File: src/rtl/vsynth_pkg.sv
// Shared MIDI constants and state encodings for the note receiver.
// Holds the status nibbles, the real-time threshold and both FSM enums.
package vsynth_pkg;

    localparam logic [3:0] NOTE_OFF     = 4'h8;
    localparam logic [3:0] NOTE_ON      = 4'h9;
    localparam logic [7:0] RT_THRESHOLD = 8'hF8;

    typedef enum logic [1:0] {
        IDLE,
        WAIT_KEY,
        WAIT_VEL
    } parser_state_t;

    typedef enum logic [2:0] {
        RX_IDLE,
        RX_START,
        RX_DATA,
        RX_STOP,
        RX_WAIT_HIGH
    } rx_state_t;

    // True for a Note On / Note Off status byte on any channel.
    function automatic logic is_note_status(input logic [7:0] b);
        return (b[7:4] == NOTE_ON) || (b[7:4] == NOTE_OFF);
    endfunction

endpackage

File: src/rtl/uart_rx_byte.sv
// 8N1 serial byte receiver for the MIDI line.
// Synchronizes RX, confirms the start bit at half-bit, samples data and
// stop at bit centres; a zero stop bit reports FRAME_ERR and waits for idle.
module uart_rx_byte
    import vsynth_pkg::*;
#(
    parameter int CLK_FREQ = 100000000,
    parameter int BAUD     = 31250
) (
    input  logic       CLK,
    input  logic       RST,
    input  logic       RX,
    output logic [7:0] DATA,
    output logic       DATA_VALID,
    output logic       FRAME_ERR
);

    localparam int BIT_PERIOD  = CLK_FREQ / BAUD;
    localparam int HALF_PERIOD = BIT_PERIOD / 2;
    localparam int CNT_W       = (BIT_PERIOD > 2) ? $clog2(BIT_PERIOD) : 1;
    localparam logic [CNT_W-1:0] BIT_LAST  = CNT_W'(BIT_PERIOD - 1);
    localparam logic [CNT_W-1:0] HALF_LAST = CNT_W'(HALF_PERIOD - 1);

    logic             rx_meta;
    logic             rx_sync;
    logic             rx_prev;
    rx_state_t        state;
    logic [CNT_W-1:0] cnt;
    logic [2:0]       bit_idx;
    logic [7:0]       shift;

    // Two-flop synchronizer plus one delayed copy for falling-edge detection.
    always_ff @(posedge CLK) begin
        if (RST) begin
            // NOTE: preset to idle-high so leaving reset never looks like a start edge.
            rx_meta <= 1'b1;
            rx_sync <= 1'b1;
            rx_prev <= 1'b1;
        end else begin
            rx_meta <= RX;
            rx_sync <= rx_meta;
            rx_prev <= rx_sync;
        end
    end

    // Bit-timing state machine: start qualify, data shift, stop check.
    always_ff @(posedge CLK) begin
        if (RST) begin
            state      <= RX_IDLE;
            cnt        <= '0;
            bit_idx    <= '0;
            shift      <= '0;
            DATA       <= '0;
            DATA_VALID <= 1'b0;
            FRAME_ERR  <= 1'b0;
        end else begin
            // NOTE: pulses default low each cycle so they can only last one clock.
            DATA_VALID <= 1'b0;
            FRAME_ERR  <= 1'b0;
            case (state)
                RX_IDLE: begin
                    if (rx_prev && !rx_sync) begin
                        cnt   <= '0;
                        state <= RX_START;
                    end
                end
                RX_START: begin
                    if (cnt == HALF_LAST) begin
                        cnt     <= '0;
                        bit_idx <= '0;
                        state   <= rx_sync ? RX_IDLE : RX_DATA;
                    end else begin
                        cnt <= cnt + 1'b1;
                    end
                end
                RX_DATA: begin
                    if (cnt == BIT_LAST) begin
                        cnt     <= '0;
                        shift   <= {rx_sync, shift[7:1]};
                        bit_idx <= bit_idx + 1'b1;
                        if (bit_idx == 3'd7) state <= RX_STOP;
                    end else begin
                        cnt <= cnt + 1'b1;
                    end
                end
                RX_STOP: begin
                    if (cnt == BIT_LAST) begin
                        cnt <= '0;
                        if (rx_sync) begin
                            DATA       <= shift;
                            DATA_VALID <= 1'b1;
                            state      <= RX_IDLE;
                        end else begin
                            FRAME_ERR <= 1'b1;
                            state     <= RX_WAIT_HIGH;
                        end
                    end else begin
                        cnt <= cnt + 1'b1;
                    end
                end
                RX_WAIT_HIGH: begin
                    if (rx_sync) state <= RX_IDLE;
                end
                default: state <= RX_IDLE;
            endcase
        end
    end

endmodule

File: src/rtl/midi_note_rx.sv
// Monophonic MIDI Note On/Off receiver with running status.
// Optional macro MIDI_CHANNEL_FILTER_EN: accept only voice messages on
// CHANNEL; when undefined the receiver is omni and CHANNEL is ignored.
module midi_note_rx
    import vsynth_pkg::*;
#(
    parameter int CLK_FREQ = 100000000,
    parameter int BAUD     = 31250
) (
    input  logic       CLK,
    input  logic       RST,
    input  logic       RX,
    input  logic [3:0] CHANNEL,
    output logic [6:0] NOTE_NUM,
    output logic [6:0] VELOCITY,
    output logic       GATE,
    output logic       NOTE_VALID,
    output logic       FRAME_ERR
);

    logic [7:0]    rx_data;
    logic          rx_valid;
    logic          chan_ok;
    parser_state_t state;
    logic          run_valid;
    logic          run_on;
    logic [6:0]    key;

    uart_rx_byte #(
        .CLK_FREQ (CLK_FREQ),
        .BAUD     (BAUD)
    ) u_rx (
        .CLK        (CLK),
        .RST        (RST),
        .RX         (RX),
        .DATA       (rx_data),
        .DATA_VALID (rx_valid),
        .FRAME_ERR  (FRAME_ERR)
    );

`ifdef MIDI_CHANNEL_FILTER_EN
    assign chan_ok = (rx_data[3:0] == CHANNEL);
`else
    logic unused_channel;
    assign chan_ok        = 1'b1;
    assign unused_channel = ^CHANNEL;
`endif

    // Message parser: tracks running status and drives the note outputs.
    always_ff @(posedge CLK) begin
        if (RST) begin
            state      <= IDLE;
            run_valid  <= 1'b0;
            run_on     <= 1'b0;
            key        <= '0;
            NOTE_NUM   <= '0;
            VELOCITY   <= '0;
            GATE       <= 1'b0;
            NOTE_VALID <= 1'b0;
        end else begin
            NOTE_VALID <= 1'b0;
            if (rx_valid && (rx_data < RT_THRESHOLD)) begin
                if (rx_data[7]) begin
                    if (is_note_status(rx_data) && chan_ok) begin
                        run_valid <= 1'b1;
                        run_on    <= (rx_data[7:4] == NOTE_ON);
                        state     <= WAIT_KEY;
                    end else begin
                        run_valid <= 1'b0;
                        run_on    <= 1'b0;
                        state     <= IDLE;
                    end
                end else begin
                    case (state)
                        IDLE: begin
                            if (run_valid) begin
                                key   <= rx_data[6:0];
                                state <= WAIT_VEL;
                            end
                        end
                        WAIT_KEY: begin
                            key   <= rx_data[6:0];
                            state <= WAIT_VEL;
                        end
                        WAIT_VEL: begin
                            state <= WAIT_KEY;
                            if (run_on && (rx_data[6:0] != 7'd0)) begin
                                NOTE_NUM   <= key;
                                VELOCITY   <= rx_data[6:0];
                                GATE       <= 1'b1;
                                NOTE_VALID <= 1'b1;
                            end else if (key == NOTE_NUM) begin
                                GATE       <= 1'b0;
                                NOTE_VALID <= 1'b1;
                            end
                        end
                        default: state <= IDLE;
                    endcase
                end
            end
        end
    end

endmodule

File: config.mk
export PLATFORM = sky130hd
export DESIGN_NAME = midi_note_rx
export DESIGN_NICKNAME = d
export VERILOG_FILES = /design/src/rtl/vsynth_pkg.sv /design/src/rtl/uart_rx_byte.sv /design/src/rtl/midi_note_rx.sv
export SDC_FILE = /design/constraint.sdc
export NUM_CORES = 1
export LEC_CHECK = 0
export ABC_AREA = 1
export CAP_MARGIN = 20
export CELL_PAD_IN_SITES_DETAIL_PLACEMENT = 0
export CELL_PAD_IN_SITES_GLOBAL_PLACEMENT = 1
export CORE_ASPECT_RATIO = 1.2
export CORE_MARGIN = 2
export CORE_UTILIZATION = 31
export CTS_BUF_LIST = sky130_fd_sc_hd__clkbuf_4
export CTS_CLUSTER_DIAMETER = 200
export DETAILED_ROUTE_END_ITERATION = 16
export PLACE_DENSITY = 0.73
export SETUP_SLACK_MARGIN = 0.05
export SLEW_MARGIN = 10
export SYNTH_ARGS = -nofsm -noshare
export SYNTH_HDL_FRONTEND = slang
export SYNTH_SLANG_ARGS = --single-unit
File: constraint.sdc
create_clock -name CLK -period 3.3 [get_ports CLK]
set_clock_uncertainty 0.05 [all_clocks]
set_input_delay 0.66 -clock CLK [delete_from_list [all_inputs] [get_ports CLK]]
set_output_delay 0.66 -clock CLK [all_outputs]
set_load 0.01 [all_outputs]
==> metrics.txt <==
sequential fraction of the synthesis area 45.1%; cell accounting for the most synthesized area dfxtp_1; Max Cap Viol 0; top post-synthesis cells by count nor2_1 (107), nand2_1 (74), dfxtp_1 (66); Worst Hold Class flip-flop to flip-flop; Clock Tree Buf Depth 2; crit path max-delay cell type clkdlybuf4s50_1; total CTS buffers 9; vias post-DR 2,564; Clock Latency Late Sink 0.42 ns; CP peak stage delay 0.55 ns; mux contribution to synthesized area 0%; post-CTS setup buffers 0; Yosys reg bits 66; final setup vio count 0; Buf/Inv on CP 1; Pleak 1.36 nW; Post-DRT Antenna Nets 0; fin worst setup slack 1.23 ns; critical path, cell by cell clkdlybuf4s50_1; n_diodes 0; residual DRC count 0; Synth-to-Final Area Change 15.3%; CTS H-Tree Depth 3; Post-Synth XOR/XNOR Area 2.69%; worst path arrival time 1.36 ns; core area 9130 sq um; Post-Synth Adder-Cell Area 1.28%; Yosys top cell area share 45.1%; Final Total Pwr 0.00174 W; PortBufs 19; CTS tree done; Synth Net Count 425; FILL cells 1,015; Routability Congestion 0.787; Slew @ Worst Pin 0.638 ns; Yosys cell types 29; GRT Total Usage 13.2%; hold_buf cts 0; Slew Limit Fails 0; Setup TNS Final 0 ns; ys async rst share 0%; Syn Area/Cell 7.06 sq um; RSZ-0062 raised after global routing no; layout net count 448; Root Buffer clkbuf_4; first-pass GRT wire length 10,900 microns; vias in the first global route 2,404; WL per Instance 10.9 microns; Initial Utilization 32.1%; compound-cell area share of the yosys netlist 10.7%; top-count cell post-synth nor2_1; Die Y 110 microns; number of DRC markers in iteration 0 81; VDD IR max 0.341 mV; outcome complete, no violations; YS warnings 0; Multi-input gate area 1400 sq um; overall routed net length 6160 microns; total grt overflow 0; worst endpoint required time 2.59 ns; placed insts 547; Worst setup SP type flip-flop; Setup Crit Path Kind flip-flop to output pin; CTS clk-pin slew, worst paths 0.12 ns; largest net degree at the start of global routing 28; Top delay family on crit path buffers and inverters; Vias/cell 4.55; CTS sink count 66; Gate Count Post-Synth 415; non-filler cells in the finished layout 563; FF+latch area 1320 sq um; final count of hold timing violations 0; Mapped Area 2930 sq um; top area cells in the synthesized netlist dfxtp_1 (45%), nor2_1 (14%), nand2_1 (9.5%); crit-path max FO 3; die area 10,200 sq um; share of post-route cells with drive strength above 1 8.35%; Max-Slew Margin vs Limit 57.1%; Top Ports 24; fraction of the mapped netlist area in simple logic gates 33.2%; pwr/cell area 514 nW/um^2; Final Cycle Share 62.8%; post_cts resized 0; Rows 38; fmax 482 MHz; HPWL Detailed 4430 microns; pre-CTS WS 1.40 ns; initial antenna violation count 0; ys flop type dfxtp_1; EDFF count, synth 0; die width 92.7 microns; Worst setup EP type output pin; main combinational cell family by area after synthesis simple AND/OR/NAND/NOR gates; DR pass1 iterations 4; final worst path period need 2.07 ns
[power breakdown]
part / leakage [nW] / switching [W] / internal (W) / total (W)
logic: 0.748 / 0.000246 / 0.0000988 / 0.000345
clock network: 0.0745 / 0.000299 / 0.000246 / 0.000544
registers: 0.533 / 0.0000259 / 0.000823 / 0.000848
[layout by cell type (no fill, tap or decap), drive strengths merged, types with 6 or more instances in the layout]
master	count
nand3	19
nand4	12
dfxtp	66
a21oi	15
nor2	111
inv	37
clkbuf	11
o21ai	43
nand2	75
xnor2	6
nor3	7
clkdlybuf4s50	19
[registers in the layout, summed over array words and instances (netlist names)]
signal           flops
GATE                 1
NOTE_NUM             7
NOTE_VALID           1
VELOCITY             7
key                  7
run_on               1
run_valid            1
state                2
u_rx.DATA            8
u_rx.DATA_VALID      1
u_rx.FRAME_ERR       1
u_rx.bit_idx         3
u_rx.cnt            12
u_rx.rx_meta         1
u_rx.rx_prev         1
u_rx.rx_sync         1
u_rx.shift           8
u_rx.state           3
[cell type report]
cell class / count / share of cell area (%)
multi-input combinational: 300 / 41.5
sequential: 66 / 39.1
timing repair buffer: 23 / 6.52
tap: 120 / 4.44
inverter: 38 / 4.33
clock buffer: 11 / 2.44
clock inverter: 5 / 1.63
[through the flow]
stage	cell area, sq um	util [%]	hold slack, ns
global route	3380	37.0	0.388
finish	3380	37.0	0.372
CTS	3380	37.0	0.377
global placement	3240	35.5	0.343
detailed placement	3240	35.5	0.347
floorplan	2930	-	0.339
[per-layer routing]
layer / part of all wire [%] / GRT usage, % / wire [microns]
met5: 0 / 0 / 0
met4: 2.5 / 6.57 / 153
met3: 2.4 / 3.27 / 150
met2: 47 / 21.3 / 2890
met1: 48 / 16.2 / 2960
[cell families (layout without fill, tap and decap cells)]
kind of cell / count (synthesis) / in the layout
adder cells (fa/ha/maj): 3 / 3
XOR/XNOR: 9 / 9
flip-flops: 66 / 66
buffers and inverters: 49 / 77
AND/OR/NAND/NOR: 229 / 229
AO/OA/AOI/OAI: 59 / 59
[worst paths after layout]
path	startpoint	to	slack [ns]	cells after the start
hold / removal	u_rx.rx_meta	u_rx.rx_sync	0.37	1
setup / recovery	NOTE_NUM[4]	NOTE_NUM[4]	1.23	1
setup reg to reg	u_rx.cnt[0]	u_rx.cnt[5]	1.42	8
hold reg to reg	u_rx.rx_meta	u_rx.rx_sync	0.37	1
Power figures use the tool's default switching activity.
